[config.mk]
export PLATFORM = sky130hd
export DESIGN_NAME = axi_vip_loopback_chip
export DESIGN_NICKNAME = d
export VERILOG_FILES = /design/src/rtl/axi_vip_loopback_chip.sv
export SDC_FILE = /design/constraint.sdc
export NUM_CORES = 1
export LEC_CHECK = 0
export CAP_MARGIN = 20
export CORE_MARGIN = 1
export CORE_UTILIZATION = 60
export DETAILED_ROUTE_END_ITERATION = 12
export PLACE_DENSITY_LB_ADDON = 0.12
export SLEW_MARGIN = 40
export SYNTH_ARGS = -nofsm -noshare
export SYNTH_HDL_FRONTEND = slang
export SYNTH_SLANG_ARGS = --single-unit
[constraint.sdc]
create_clock -name aclk -period 7.95 [get_ports aclk]
set_input_delay 1.59 -clock aclk [delete_from_list [all_inputs] [get_ports aclk]]
set_output_delay 1.59 -clock aclk [all_outputs]
set_load 0.01 [all_outputs]
[src/rtl/axi_vip_loopback_chip.sv]
// axi_vip_loopback_chip: AXI4 master traffic generator, pass-through monitor and memoryless slave.
// The master writes then reads NUM_TXN INCR bursts and checks each read beat against addr ^ A5A5_A5A5.
module axi_vip_loopback_chip #(
    parameter int                ADDR_W    = 32,
    parameter int                DATA_W    = 32,
    parameter int                NUM_TXN   = 16,
    parameter int                BURST_LEN = 4,
    parameter logic [ADDR_W-1:0] BASE_ADDR = '0
) (
    input  logic        aclk,
    input  logic        aresetn,
    input  logic        start,
    output logic        busy,
    output logic        done,
    output logic        pass,
    output logic [15:0] wr_count,
    output logic [15:0] rd_count,
    output logic [15:0] err_count
);
    localparam int                BYTES    = DATA_W / 8;
    localparam logic [2:0]        SIZE     = 3'($clog2(BYTES));
    localparam logic [7:0]        LEN      = 8'(BURST_LEN - 1);
    localparam logic [15:0]       LAST_TXN = 16'(NUM_TXN > 0 ? NUM_TXN - 1 : 0);
    localparam logic [DATA_W-1:0] PATTERN  = DATA_W'(32'hA5A5_A5A5);

    typedef struct packed {
        logic [ADDR_W-1:0] addr;
        logic [7:0]        len;
        logic [2:0]        size;
        logic [1:0]        burst;
        logic [3:0]        id;
    } ax_t;

    typedef enum logic [2:0] {IDLE, WADDR, WDATA, WRESP, RADDR, RDATA, FIN} state_t;

    ax_t                m_aw, s_aw, m_ar, s_ar;
    logic               m_awvalid, s_awvalid, m_awready, s_awready;
    logic               m_wvalid, s_wvalid, m_wready, s_wready, m_wlast, s_wlast;
    logic [DATA_W-1:0]  m_wdata, s_wdata;
    logic [BYTES-1:0]   m_wstrb, s_wstrb;
    logic               m_bvalid, s_bvalid, m_bready, s_bready;
    logic [1:0]         m_bresp, s_bresp;
    logic [3:0]         m_bid, s_bid;
    logic               m_arvalid, s_arvalid, m_arready, s_arready;
    logic               m_rvalid, s_rvalid, m_rready, s_rready, m_rlast, s_rlast;
    logic [DATA_W-1:0]  m_rdata, s_rdata;
    logic [1:0]         m_rresp, s_rresp;
    logic [3:0]         m_rid, s_rid;

    state_t             state, state_nx;
    logic [15:0]        txn;
    logic [7:0]         beat;
    logic [ADDR_W-1:0]  beat_addr;
    logic [DATA_W-1:0]  beat_data;
    logic               last_beat, last_txn, clr, pass_q;
    logic [1:0]         err_inc;
    logic [16:0]        err_sum;

    assign beat_addr = BASE_ADDR + ADDR_W'(txn) * ADDR_W'(BURST_LEN * BYTES) + ADDR_W'(beat) * ADDR_W'(BYTES);
    assign beat_data = DATA_W'(beat_addr);
    assign last_beat = beat == LEN;
    assign last_txn  = txn == LAST_TXN;
    assign clr       = state == IDLE && start;

    always_ff @(posedge aclk or negedge aresetn) begin
        if (!aresetn)
            state <= IDLE;
        else
            state <= state_nx;
    end

    always_comb begin
        state_nx = state;
        case (state)
            IDLE:    state_nx = start ? (NUM_TXN == 0 ? FIN : WADDR) : IDLE;
            WADDR:   state_nx = m_awready ? WDATA : WADDR;
            WDATA:   state_nx = m_wready && last_beat ? WRESP : WDATA;
            WRESP:   state_nx = m_bvalid ? (last_txn ? RADDR : WADDR) : WRESP;
            RADDR:   state_nx = m_arready ? RDATA : RADDR;
            RDATA:   state_nx = m_rvalid && m_rlast ? (last_txn ? FIN : RADDR) : RDATA;
            default: state_nx = IDLE;
        endcase
    end

    always_comb begin
        m_awvalid = state == WADDR;
        m_aw      = '{addr: beat_addr, len: LEN, size: SIZE, burst: 2'b01, id: 4'd0};
        m_wvalid  = state == WDATA;
        m_wdata   = beat_data;
        m_wstrb   = '1;
        m_wlast   = last_beat;
        m_bready  = state == WRESP;
        m_arvalid = state == RADDR;
        m_ar      = '{addr: beat_addr, len: LEN, size: SIZE, burst: 2'b01, id: 4'd0};
        m_rready  = state == RDATA;
        busy      = state != IDLE;
        done      = state == FIN;
        pass      = state == FIN ? err_count == '0 : pass_q;
    end

    // A single read beat can carry a data, a response and an RLAST error at once.
    always_comb begin
        err_inc = m_rvalid && m_rready ? 2'(m_rdata != (beat_data ^ PATTERN)) + 2'(m_rresp != 2'b00) + 2'(m_rlast && !last_beat)
                : m_bvalid && m_bready ? 2'(m_bresp != 2'b00) : 2'd0;
        err_sum = {1'b0, err_count} + 17'(err_inc);
    end

    always_ff @(posedge aclk or negedge aresetn) begin
        if (!aresetn) begin
            txn       <= '0;
            beat      <= '0;
            err_count <= '0;
            pass_q    <= 1'b0;
        end else if (clr) begin
            txn       <= '0;
            beat      <= '0;
            err_count <= '0;
            pass_q    <= 1'b0;
        end else begin
            if (m_wvalid && m_wready)
                beat <= last_beat ? 8'd0 : beat + 8'd1;
            if (m_bvalid && m_bready)
                txn <= last_txn ? 16'd0 : txn + 16'd1;
            if (m_rvalid && m_rready) begin
                beat <= m_rlast ? 8'd0 : beat + 8'd1;
                txn  <= m_rlast ? txn + 16'd1 : txn;
            end
            err_count <= err_sum[16] ? 16'hFFFF : err_sum[15:0];
            if (state == FIN)
                pass_q <= err_count == '0;
        end
    end

    // Monitor: straight wires between master and slave, plus handshake counters.
    assign s_awvalid = m_awvalid;
    assign s_aw      = m_aw;
    assign m_awready = s_awready;
    assign s_wvalid  = m_wvalid;
    assign s_wdata   = m_wdata;
    assign s_wstrb   = m_wstrb;
    assign s_wlast   = m_wlast;
    assign m_wready  = s_wready;
    assign m_bvalid  = s_bvalid;
    assign m_bresp   = s_bresp;
    assign m_bid     = s_bid;
    assign s_bready  = m_bready;
    assign s_arvalid = m_arvalid;
    assign s_ar      = m_ar;
    assign m_arready = s_arready;
    assign m_rvalid  = s_rvalid;
    assign m_rdata   = s_rdata;
    assign m_rresp   = s_rresp;
    assign m_rid     = s_rid;
    assign m_rlast   = s_rlast;
    assign s_rready  = m_rready;

    always_ff @(posedge aclk or negedge aresetn) begin
        if (!aresetn) begin
            wr_count <= '0;
            rd_count <= '0;
        end else if (clr) begin
            wr_count <= '0;
            rd_count <= '0;
        end else begin
            if (m_bvalid && m_bready && wr_count != 16'hFFFF)
                wr_count <= wr_count + 16'd1;
            if (m_rvalid && m_rready && m_rlast && rd_count != 16'hFFFF)
                rd_count <= rd_count + 16'd1;
        end
    end

    // Slave: accepts one burst per direction at a time and synthesises read data from the address.
    logic              w_active, r_active, r_fixed;
    logic [ADDR_W-1:0] aw_addr, r_addr, r_beat_addr;
    logic [3:0]        aw_id, r_id;
    logic [7:0]        r_len, r_beat;
    logic [2:0]        r_size;
    logic              unused_ok;

    assign s_wready    = w_active;
    assign s_bresp     = 2'b00;
    assign s_bid       = aw_id;
    assign s_rvalid    = r_active;
    assign r_beat_addr = r_addr + (r_fixed ? '0 : ADDR_W'(r_beat) << r_size);
    assign s_rdata     = DATA_W'(r_beat_addr) ^ PATTERN;
    assign s_rresp     = 2'b00;
    assign s_rid       = r_id;
    assign s_rlast     = r_beat == r_len;
    assign unused_ok   = &{1'b0, aw_addr, s_aw.len, s_aw.size, s_aw.burst, s_wdata, s_wstrb, m_bid, m_rid};

    always_ff @(posedge aclk or negedge aresetn) begin
        if (!aresetn) begin
            s_awready <= 1'b0;
            w_active  <= 1'b0;
            s_bvalid  <= 1'b0;
            aw_addr   <= '0;
            aw_id     <= '0;
        end else begin
            s_awready <= s_awvalid && !s_awready && !w_active && !s_bvalid;
            if (s_awvalid && s_awready) begin
                w_active <= 1'b1;
                aw_addr  <= s_aw.addr;
                aw_id    <= s_aw.id;
            end
            if (s_wvalid && s_wready && s_wlast) begin
                w_active <= 1'b0;
                s_bvalid <= 1'b1;
            end
            if (s_bvalid && s_bready)
                s_bvalid <= 1'b0;
        end
    end

    always_ff @(posedge aclk or negedge aresetn) begin
        if (!aresetn) begin
            s_arready <= 1'b0;
            r_active  <= 1'b0;
            r_addr    <= '0;
            r_len     <= '0;
            r_size    <= '0;
            r_id      <= '0;
            r_beat    <= '0;
            r_fixed   <= 1'b0;
        end else begin
            s_arready <= s_arvalid && !s_arready && !r_active;
            if (s_arvalid && s_arready) begin
                r_active <= 1'b1;
                r_addr   <= s_ar.addr;
                r_len    <= s_ar.len;
                r_size   <= s_ar.size;
                r_id     <= s_ar.id;
                r_beat   <= '0;
                r_fixed  <= s_ar.burst == 2'b00;
            end
            if (s_rvalid && s_rready) begin
                r_beat <= r_beat + 8'd1;
                if (s_rlast)
                    r_active <= 1'b0;
            end
        end
    end
endmodule

# Word-level counts from Yosys, hierarchy flattened
# Index checks and enable logic that the tools add are counted.
op_classes:
  shift: 1
  n_reduce_logical: 35
  n_mux: 37
  div: 0
  eq_ne: 13
  mul: 0
  add_sub_neg: 9
  n_lt_le_gt_ge: 0
  n_bitwise: 2
op_table:
  columns: ["op", "n"]
  rows:
  - ["$mux 16", 11]
  - ["$mux 8", 7]
  - ["$add 16x1->16 const B", 3]
  - ["$add 32x32->32", 1]
  - ["$ne 16x16->1 const B", 2]
  - ["$ne 32x32->1", 1]
  - ["$shl 8x2->32", 1]
  - ["$add 20x10->21", 1]
  - ["$logic_and 1x1->1", 18]
  - ["$pmux 3 s6", 1]
  - ["$add 16x2->17", 1]
  - ["$add 8x1->8 const B", 2]
  - ["$eq 16x4->1 const B", 1]
  - ["$logic_not 16->1", 1]
  - ["$not 10->16", 1]
  - ["$not 16->16", 1]
  - ["$mux 1", 12]
  - ["$reduce_bool 2->1", 5]
  - ["$eq 3x3->1 const B", 3]
  - ["$reduce_bool 3->1", 3]
  - ["$eq 8x2->1", 1]
  - ["$eq 8x2->1 const B", 1]
  - ["$mux 2", 4]
  - ["$eq 3x2->1 const B", 2]
  - ["7 further kinds", 13]
word_totals:
  ff_bits: 123
  rom_bits: 0
  latchBits: 0
  ram_bits: 0
  out_inout_bits: 51
  word_cells: 113
  n_memories: 0
  inputBits: 3

# Logic depth before layout (Yosys ltp)
# Gate-level depths: netlist (run 1).
depth:
  ltp_word: 9
  ltp_mapped: 24
  ltp_nobuf: 23

# Worst setup path before layout (run 1)
# No wires, ideal clock.
synth_path:
  kind: "register to register"
  start: "register r_len[0] (netlist name)"
  end: "register err_count[10]"
  path_buffers: 2
  arrival_time_ns: 5.276
  period_less_slack_ns: 5.354
  setup_slack_ns: 2.596
  stages_incl_launch_ff: 25
  required_time_ns: 7.872
  setup_ns: 0.078
  path_cell_list: "dfrtp_1 > clkbuf_1 > mux2_2 > ha_1 > fa_1 > a21oi_1 > o211ai_2 > o41ai_2 > or3_4 > xnor2_1 > nor2_1 > a311oi_1 > o211ai_1 > ha_1 > and2_1 > ha_1 > inv_1 > fa_1 > nor2_1 > and3_1 > and3_1 > and3_1 > nand3_1 > clkbuf_1 > a21oi_1"
synth_via:
  elab_chain_cells: 7
synth_rtl:
  columns: ["item", "line_no", "rtl"]
  rows:
  - ["$eq 8x2->1", "188", "assign s_rlast = r_beat == r_len;"]
  - ["$logic_and 1x1->1", "103", "err_inc = m_rvalid && m_rready ? 2'(m_rdata != (beat_data ^ PATTERN)) + 2'(m_rresp != 2'b00) + 2'(m_rlast && ! ..."]
  - ["$add 1x1->2", "103", null]
  - ["$mux 2", "103", null]
  - ["$add 16x2->17", "105", "err_sum = {1'b0, err_count} + 17'(err_inc);"]
  - ["$mux 16", "128", "err_count <= err_sum[16] ? 16'hFFFF : err_sum[15:0];"]
  - ["$mux 16", "114", "end else if (clr) begin"]
  - ["end signal: assignment", "128", null]
  - ["end: declaration", "18", "output logic [15:0] err_count"]
# No other way between the ends.
# A chain may end at the register's enable or synchronous reset.

# Final worst setup path (run 1)
layout_path:
  start: "register r_len[0] (netlist name)"
  end: "register err_count[10]"
layout_via:
  elab_chain_cells: 7
layout_rtl:
  columns: ["item", "line_no"]
  rows:
  - ["$eq 8x2->1", "188"]
  - ["$logic_and 1x1->1", "103"]
  - ["$add 1x1->2", "103"]
  - ["$mux 2", "103"]
  - ["$add 16x2->17", "105"]
  - ["$mux 16", "128"]
  - ["$mux 16", "114"]
# No other way between the ends.

==> flow_summary_export.csv, run 1 <==
group,metric,value,unit
floorplanning,die_w,107,µm
floorplanning,fp.coreArea,10800,µm²
worst_setup_path,cp.arrival,6.46,ns
synthesis,synth_xor_area_share,12.4,%
layout,antenna_cells,0,
pwr,internal_power,679,µW
worst_setup_path,worstSetupPathType,"register to register",
job,cap_viol_max_count,0,
cts,clockRootBuffer,"clkbuf_8",
drt,drt_iter0_drc,343,
timing,whs,0.485,ns
timing,drv_slew,0,
worst_setup_path,rr_worst_depth,22,
synthesis,synth-compound-area-share,12.1,%
timing,final.setup.tns,0,ns
timing,fin_crit,6.15,ns
global_route,grt_pass1_vias,5259,
synthesis,synth_top_family_by_area,"simple AND/OR/NAND/NOR gates",
cts,cts.sinks,109,
status,status,"complete, no violations",
global_route,grt_max_degree,57,
pwr,p_leak,0.00299,µW
timing,fmax,0.163,GHz
floorplanning,die_area,11500,µm²
cts,cts_hold_buffers,0,
pwr,p_per_area,120,nW/µm²
synthesis,netlist_area,6650,µm²
timing,slew_headroom,53.3,%
synthesis,yosysTopAreaCell,"dfrtp_1",
synthesis,synth_top_area_share,41.0,%
cts,post_cts_buffers,0,
floorplanning,top_level_ports,54,
drt,vias,5488,
pwr,p_clk_share,36.7,%
synthesis,async_reset_ff_share,100,%
worst_setup_path,cp_slowest_cell,"o41ai_2",
drt,dr.pass1.iters,5,
cts,ctsResizeCount,0,
layout,fin_nets,809,
synthesis,syn_avg_cell_area,8.98,µm²
pwr,vdd_drop_max,0.000146,V
global_route,antenna_found_initial,0,
worst_hold_path,whs_path_depth,1,
synthesis,synth_fp_nets,770,
pwr,switching_share,24.2,%
drt,drt-total-wl,14.6,mm
drt,wl_per_cell,15.8,µm
pwr,power.switching,217,µW
worst_setup_path,startpoint_type,"register",
synthesis,synth_fa_ha_area_share,5.42,%
global_route,grtUsageTotal,26.9,%
cts,cts_tree,"done",
floorplanning,initial_core_util,61.6,%
layout,final_core_util,69.1,%
timing,rsz0062_at_grt,"false",
floorplanning,dieHeight,107,µm
worst_setup_path,end_kind,"register",
drt,detail_route.vias_per_cell,5.94,
timing,finClkSkew,0.0154,ns
worst_setup_path,crit_fanout,13,
layout,final_common_cell,"dfrtp_1",
cts,clockBufferDepth,2,
timing,setup_violations,0,
worst_setup_path,worstPathRequired,8.27,ns
cts,path_clk_slew,0.10,ns
worst_hold_path,worstHoldPathType,"register to register",
drt,drtAntennaViolNets,0,
pwr,pwr-share-comb,1.5,%
synthesis,synth_mux_area_share,1.51,%
layout,syn_to_final_growth,12.2,%
drt,drc_errors,0,
placed_design,hpwlAfterDp,10.6,mm
synthesis,synth-seq-area-share,41.0,%
synthesis,ys_seq_elements,109,
synthesis,yosys.area_share.simple,25.0,%
placed_design,place.gp.congestion,0.880,
cts,cts_htree_levels,3,
global_route,overflow,0,
synthesis,synth_edf_count,0,
cts,cts_buffers,9,
worst_setup_path,critPathMaxStageDelay,0.56,ns
synthesis,synth_ff_type,"dfrtp_1",
worst_setup_path,worstPathCellList,"mux2_2 -> ha_1 -> fa_1 -> a21oi_1 -> o211ai_2 -> o41ai_2 -> or3_4 -> xnor2_1 -> nor2_1 -> a311oi_1 -> o211ai_1 -> ha_1 -> and2_1 -> ha_1 -> inv_1 -> fa_1 -> nor2_1 -> and3_1 -> and3_1 -> and3_1 -> nand3_1 -> a21oi_1",
synthesis,syn_inst,740,
cts,clk_latency,0.40,ns
layout,final_cell_mix,"dfrtp_1, nand2_1, nor2_1, o21ai_0, clkdlybuf4s50_1",
synthesis,yosysUniqueCellTypes,64,
placed_design,io_buffers,53,
synthesis,synth_area_leaders,"dfrtp_1, xor2_1, nand2_1, xnor2_1, nor2_1",
layout,fillers,854,
synthesis,yosys_warnings,0,
pwr,seqPwrFrac,61.8,%
floorplanning,std_cell_rows,38,
timing,finalCritPeriodShare,77.3,%
global_route,grt_pass1_wl,24.5,mm
timing,finalHoldViolations,0,
layout,drive_above_1_share,5.74,%
timing,worst_pin_slew,0.696,ns
[worst max-delay path, delay by kind of cell (launching register included)]
kind                     cells  cell delay [ns]
adder cells (fa/ha/maj)      5             1.52
XOR/XNOR                     1             0.12
AO/OA/AOI/OAI                6             1.72
flip-flops                   1             0.54
multiplexers                 1             0.39
AND/OR/NAND/NOR              8             1.75
buffers and inverters        1             0.06
[synthesized netlist by cell type, types with 3 or more instances]
cell and instances:
o21ai_1 7, ha_1 24, mux2_2 8, nor3_1 13, o22ai_1 3, or3_1 5
nor3b_1 4, a21oi_1 30, a211oi_1 3, inv_1 11, nand2_1 93, o21ai_0 54
buf_2 6, nand3_1 39, fa_1 3, o211ai_1 5, nand4_1 24, clkbuf_1 17
xnor2_1 38, nor4_1 12, xor2_1 51, a31oi_1 4, dfrtp_1 109, and3_1 21
nor2b_1 5, and2_1 14, nor2_1 82, and4_1 3, a21o_1 3, o31ai_1 4
o2111ai_1 3
[registers in the layout, indices dropped and copies added, names as in the netlist]
signal	count
state	3
r_beat	8
rd_count	16
m_rvalid	1
r_addr	19
m_wready	1
beat	8
m_arready	1
wr_count	16
m_awready	1
m_bvalid	1
r_len	1
err_count	16
pass_q	1
txn	16
[per-layer routing]
metal,global-route usage [%],part of all wire (%),up-vias,wire length (µm)
met1,35.1,46,2678,6720
li1,-,-,2677,-
met5,0,0,-,0
met3,6.14,3.5,25,517
met4,9.20,1.9,0,278
met2,44.0,49,108,7120
[cell type report]
type	count	area (µm²)	area share, %
clock buffer	10	128	1.71
clock inverter	6	67.6	0.906
inverter	11	41.3	0.554
multi-input combinational	592	3760	50.4
sequential	109	2730	36.6
tap	140	175	2.35
timing repair buffer	56	563	7.55
[cells by family after synthesis]
family	after synthesis
and+or+nand+nor	333
DFF	109
AOI/OAI and AO/OA	132
xor gates and xnor gates	91
adders and majority gates	27
buffers and inverters	39
muxes	9
[worst paths after layout]
path	to	slack, ns	start
max	err_count[10]$_DFF_PN0_	1.80	r_len[0]$_DFFE_PN0P_
min	m_arready$_DFF_PN0_	0.49	m_rvalid$_DFF_PN0_
max reg2reg	err_count[10]$_DFF_PN0_	1.80	r_len[0]$_DFFE_PN0P_
min reg2reg	m_arready$_DFF_PN0_	0.49	m_rvalid$_DFF_PN0_
max in group asynchronous	wr_count[3]$_DFFE_PN0P_	5.92	aresetn
min in group asynchronous	err_count[3]$_DFF_PN0_	1.07	aresetn
[power groups by stage]
| stage | Clock (µW) | Combinational [µW] | Sequential, µW |
|---|---|---|---|
| finish | 329 | 13.4 | 554 |
| global route | 362 | 15.9 | 554 |
| CTS | 341 | 13.1 | 554 |
| detailed placement | 0 | 13.0 | 565 |
| global placement | 0 | 12.8 | 565 |
| floorplan | 0 | 0.243 | 565 |
[per-stage QoR]
stage	cells	power [µW]	cell area, µm²	worst slack (ns)
2_1_floorplan	740	565	6650	2.60
6_report	924	896	7460	1.80
3_5_place_dp	907	578	7240	1.95
3_3_place_gp	907	578	7240	2.18
4_1_cts	923	908	7440	1.88
5_1_grt	924	932	7460	1.34
No activity file was read; power rests on OpenSTA's default activity.
==> inputs of run 2 (changes only) <==
Settings changed: CORE_UTILIZATION 60 to 59.
Clock period 7.95 ns to 6.4 ns, I/O delays scaled along.
==> run 2 against run 1 <==
Against the previous run:
- combinational power up 12%
- register-to-register slack worse by 1.3 ns
- first-iteration DRC count up 20%
- via count up 0.22%
- largest cell class unchanged
- largest power group unchanged
- highest routed layer unchanged
==> flow_summary_export.csv, run 2 (same netlist as run 1, synthesis figures left out) <==
group,metric,value,unit
status,status,"complete, no violations",
placed_design,place.gp.congestion,0.908,
global_route,met2_usage,43.3,%
placed_design,hpwlAfterDp,10.6,mm
floorplanning,initial_core_util,61.0,%
pwr,vdd_drop_max,0.000176,V
pwr,p_clk_share,37.9,%
pwr,seqPwrFrac,60.8,%
global_route,top_usage_layer,"met2",
layout,final_core_util,68.5,%
floorplanning,top_level_ports,54,
drt,wl_per_cell,15.9,µm
worst_setup_path,cp_slowest_cell,"dfrtp_1",
worst_setup_path,r2r_slack,0.50,ns
pwr,p_per_area,152,nW/µm²
drt,vias,5500,
worst_setup_path,worstSetupPathType,"register to register",
cts,path_clk_slew,0.11,ns
pwr,power.switching,279,µW
layout,final_cell_mix,"dfrtp_1, nand2_1, nor2_1, o21ai_0, clkdlybuf4s50_1",
layout,final_common_cell,"dfrtp_1",
cts,cts_hold_buffers,0,
worst_hold_path,worstHoldPathType,"register to register",
global_route,grt_pass1_wl,24.8,mm
pwr,switching_share,24.6,%
worst_setup_path,critPathBufInv,1,
cts,cts_buffers,9,
global_route,grt_util_met3,5.49,%
timing,fmax,0.170,GHz
timing,final.setup.tns,0,ns
global_route,grt_use_met1,36.3,%
layout,antenna_cells,0,
pwr,pwr-share-comb,1.3,%
layout,drive_above_1_share,5.87,%
timing,fin_crit,5.90,ns
global_route,overflow,0,
timing,finalHoldViolations,0,
floorplanning,fp.coreArea,10900,µm²
floorplanning,dieHeight,108,µm
timing,finalCritPeriodShare,92.1,%
global_route,grtUsageTotal,26.9,%
layout,largest-register,"r_addr",
layout,fin_nets,808,
floorplanning,die_w,108,µm
layout,syn_to_final_growth,12.3,%
timing,rsz0062_at_grt,"false",
cts,cts_htree_levels,3,
placed_design,io_buffers,53,
worst_setup_path,end_kind,"register",
timing,worst_pin_slew,0.740,ns
timing,finClkSkew,0.0225,ns
cts,post_cts_buffers,0,
worst_setup_path,crit_fanout,13,
drt,drt_iter0_drc,412,
timing,slew_headroom,50.7,%
layout,fillers,904,
job,cap_viol_max_count,0,
worst_setup_path,critPathMaxStageDelay,0.54,ns
drt,drt-total-wl,14.7,mm
drt,drc_errors,0,
drt,dr.pass1.iters,8,
drt,drtAntennaViolNets,0,
worst_setup_path,cp_top_family,"simple AND/OR/NAND/NOR gates",
cts,cts_tree,"done",
cts,clockBufferDepth,2,
cts,ctsResizeCount,0,
worst_setup_path,worstPathRequired,6.73,ns
timing,drv_slew,0,
cts,clk_latency,0.41,ns
global_route,grt_max_degree,57,
timing,setup_violations,0,
layout,largest_reg_flops,19,
floorplanning,std_cell_rows,38,
cts,cts.sinks,109,
floorplanning,die_area,11700,µm²
global_route,antenna_found_initial,0,
global_route,grt_pass1_vias,5212,
drt,detail_route.vias_per_cell,5.96,
worst_setup_path,startpoint_type,"register",
pwr,p_leak,0.00300,µW
pwr,internal_power,854,µW
worst_setup_path,worstPathCellList,"mux2_2 -> ha_1 -> fa_1 -> xnor2_1 -> xnor2_1 -> or4_1 -> nor4_1 -> o311ai_0 -> nor4_1 -> o211ai_1 -> ha_1 -> and2_1 -> ha_1 -> inv_1 -> fa_1 -> nor2_1 -> and3_1 -> and3_1 -> and3_1 -> nand3_2 -> a21oi_1",
worst_setup_path,cp.arrival,6.22,ns
cts,clockRootBuffer,"clkbuf_8",
-- run 2: cell count changes in the layout (fill, tap and decap cells not counted), sizes merged --
cell,change
buf,-1
inv,+1
clkinv,-1
-- run 2: layout make-up --
| type | instances | area (µm²) | share of cell area, % |
|---|---|---|---|
| Multi-Input combinational cell | 592 | 3770 | 50.6 |
| Sequential cell | 109 | 2730 | 36.6 |
| Timing Repair Buffer | 55 | 543 | 7.28 |
| Tap cell | 140 | 175 | 2.35 |
| Clock buffer | 10 | 138 | 1.84 |
| Clock inverter | 6 | 65.1 | 0.872 |
| Inverter | 11 | 41.3 | 0.553 |
-- run 2: power groups by stage --
stage          Clock [µW]  Sequential [µW]  Combinational, µW
6_report              429              688               15.0
5_1_grt               468              688               18.2
4_1_cts               440              688               16.2
3_5_place_dp            0              702               16.3
3_3_place_gp            0              702               15.9
2_1_floorplan           0              702              0.301
-- run 2: final timing paths --
path                       cells after the start                      end                 start
max in group asynchronous                      2  wr_count[5]$_DFFE_PN0P_               aresetn
max                                           21   err_count[0]$_DFF_PN0_  r_len[0]$_DFFE_PN0P_
min reg2reg                                    1      m_arready$_DFF_PN0_    m_rvalid$_DFF_PN0_
min in group asynchronous                      1   r_addr[12]$_DFFE_PN0P_               aresetn
max reg2reg                                   21   err_count[0]$_DFF_PN0_  r_len[0]$_DFFE_PN0P_
min                                            1      m_arready$_DFF_PN0_    m_rvalid$_DFF_PN0_
-- run 2: routing by layer --
metal,up-vias,part of all wire [%]
met5,-,0
met4,0,1.5
met3,26,4.4
met2,135,48
met1,2672,46
li1,2667,-
-- run 2: through the flow --
stage               cell area, µm²  total power (µW)  setup WS, ns  hold WS, ns  cells
finish                        7460              1130         0.503        0.490    923
floorplan                     6650               702          1.05        0.435    740
global route                  7460              1170        0.0613        0.524    923
CTS                           7440              1140         0.345        0.487    923
global placement              7240               718         0.642        0.454    907
detailed placement            7240               718         0.396        0.463    907
==> variant: new RTL, flow settings as in run 1 <==
Register the output `rd_count` once more, with the module's reset; this adds one clock of latency there. The other outputs are not delayed to match.
--- a/src/rtl/axi_vip_loopback_chip.sv
+++ b/src/rtl/axi_vip_loopback_chip.sv
@@ -35,2 +35,4 @@
 
+    logic [15:0] rd_count_s0;
+
     ax_t                m_aw, s_aw, m_ar, s_ar;
@@ -159,6 +161,6 @@
             wr_count <= '0;
-            rd_count <= '0;
+            rd_count_s0 <= '0;
         end else if (clr) begin
             wr_count <= '0;
-            rd_count <= '0;
+            rd_count_s0 <= '0;
         end else begin
@@ -166,4 +168,4 @@
                 wr_count <= wr_count + 16'd1;
-            if (m_rvalid && m_rready && m_rlast && rd_count != 16'hFFFF)
-                rd_count <= rd_count + 16'd1;
+            if (m_rvalid && m_rready && m_rlast && rd_count_s0 != 16'hFFFF)
+                rd_count_s0 <= rd_count_s0 + 16'd1;
         end
@@ -241,2 +243,10 @@
     end
+    always_ff @(posedge aclk or negedge aresetn) begin
+        if (!aresetn) begin
+            rd_count <= '0;
+        end else begin
+            rd_count <= rd_count_s0;
+        end
+    end
+
 endmodule
Formal check against the unedited RTL: same outputs for any inputs over 10 cycles, from zero or initial values and one cycle with aresetn low; that may be too few to reach the edited logic, so the function may still have changed.
==> variant against run 1 <==
Maximum frequency grew 5.3%; setup slack gained 0.31 ns; sequential cell count grew 16; area after synthesis grew 6.7%; cell area grew 12%; highest routed layer unchanged; routed wire length grew 10%; clock skew shrank 0.0086 ns; utilization grew 3.9 points.
Power is not compared: it rests on default switching activity, and its combinational part moved more than twofold at a synthesized area within 25%.
==> variant: results <==
{
  "cts_buffers": 17,
  "largest_reg_flops": 19,
  "outcome": "complete, no violations",
  "critPathMaxStageDelay_ns": 0.52,
  "nets": 842,
  "synthArstFlopShare": 1.00,
  "grt_util_all_layers": 0.280,
  "synth_compound_area_frac": 0.141,
  "gp_congestion": 0.880,
  "fin_skew_ns": 0.00684,
  "ctsResizeCount": 0,
  "vias": 5880,
  "nFillCells": 798,
  "dp.cells": 936,
  "synth-seq-area-share": 0.441,
  "wl_per_cell_um": 16.7,
  "cp_max_fo": 13,
  "yosysWarnings": 0,
  "ys_types": 62,
  "synthAdderAreaFrac": 0.0508,
  "grt_pass1_vias": 5724,
  "cts_setup_buffers": 0,
  "io_buffer_count": 53,
  "fin_cells": 967,
  "grt_pass1_wl_um": 27500,
  "syn-num-nets": 791,
  "grt_antenna_before_repair": 0,
  "p_leak_uw": 0.00347,
  "drt-initial-drc-count": 495,
  "maxCapViolations": 0,
  "clk_pin_slew_worst_paths_ns": 0.06,
  "synth_ff_type": "dfrtp_1",
  "synthTopCellsByArea": "dfrtp_1 (44%), nand2_1 (4.6%), o21ai_0 (4.5%)",
  "htree_levels": 4,
  "crit_arrival_ns": 6.17,
  "peakVddDrop_uv": 182,
  "hold_path.class": "reg2reg",
  "cts_max_path_buffers": 2,
  "synth_xor_xnor_area_share": 0.0992,
  "relSlewSlack": 0.528,
  "grt_max_degree": 70,
  "layout-drive-gt1-share": 0.0752,
  "muxShareOfSynthArea": 0.0217,
  "syn_inst": 761,
  "firstDrtPassIters": 5,
  "antennaDiodeCount": 0,
  "dp_hpwl_um": 11200,
  "largest_register": "r_addr",
  "worstSkewPairLatency_ns": 0.42,
  "root_buffer": "clkbuf_16",
  "ys_top_cells_by_count": "dfrtp_1 (125), nand2_1 (86), nor2_1 (64), o21ai_0 (64), a21oi_1 (41)",
  "crit_slowest_cell": "dfrtp_1"
}
[variant: cell types whose count changed in the layout (fill, tap and decap cells not counted), moves of 8 or more]
cell       change
nor2_1        -18
clkbuf_16     +17
xor2_1        -17
dfrtp_1       +16
a21oi_1       +11
o21ai_0       +11
or3_1         +11
inv_1          +9
clkbuf_8       -8
[variant: through the flow]
stage,area [um2],util,setup WS [ns],hold WS [ns]
final,8370,0.730,2.11,0.419
after global routing,8370,0.730,1.66,0.438
after CTS,8360,0.729,2.15,0.422
after detailed placement,7750,0.676,2.17,0.408
after global placement,7710,0.672,2.44,0.405
after floorplan,7090,-,2.90,0.384
[variant: report_power, final]
part	internal, uW	total [uW]	switching, uW
clock network	503	797	294
logic	67.2	126	58.8
registers	667	705	37.9
[variant: kinds of logic after synthesis]
logic type / count (synthesis)
AO/OA/AOI/OAI: 165
adder cells (fa/ha/maj): 27
flip-flops: 125
multiplexers: 14
AND/OR/NAND/NOR: 312
XOR/XNOR: 74
buffers and inverters: 44
[variant: critical path, delay by kind of cell (launching register included)]
kind / cells / cell delay, ns
simple gates: 8 / 1.69
mux: 2 / 0.64
fa+ha+maj: 5 / 1.55
compound gates: 5 / 1.29
buf+inv: 1 / 0.05
flops: 1 / 0.52
[variant: final cells by class]
class,instances,share of cell area
Clock buffer,19,0.0529
Clock inverter,12,0.0196
Inverter,20,0.00897
Multi-Input combinational cell,592,0.453
Sequential cell,125,0.374
Tap cell,143,0.0214
Timing Repair Buffer,56,0.0700
[variant: worst paths after layout]
kind	from	endpoint	slack, ns	cells past startpoint
max reg2reg	r_len[0]$_DFFE_PN0P_	err_count[1]$_DFF_PN0_	2.11	21
max in group asynchronous	aresetn	wr_count[7]$_DFFE_PN0P_	5.82	2
min	rd_count_s0[6]$_DFFE_PN0P_	rd_count[6]$_DFF_PN0_	0.42	0
max	r_len[0]$_DFFE_PN0P_	err_count[1]$_DFF_PN0_	2.11	21
min in group asynchronous	aresetn	r_addr[11]$_DFFE_PN0P_	1.13	1
min reg2reg	rd_count_s0[6]$_DFFE_PN0P_	rd_count[6]$_DFF_PN0_	0.42	0
[variant: routing by layer]
layer | vias to the layer above | GRT usage | wire length, um
li1 | 2818 | - | -
met4 | 0 | 0.0942 | 234
met2 | 164 | 0.456 | 8050
met5 | - | 0 | 0
met1 | 2879 | 0.371 | 7110
met3 | 19 | 0.0634 | 768
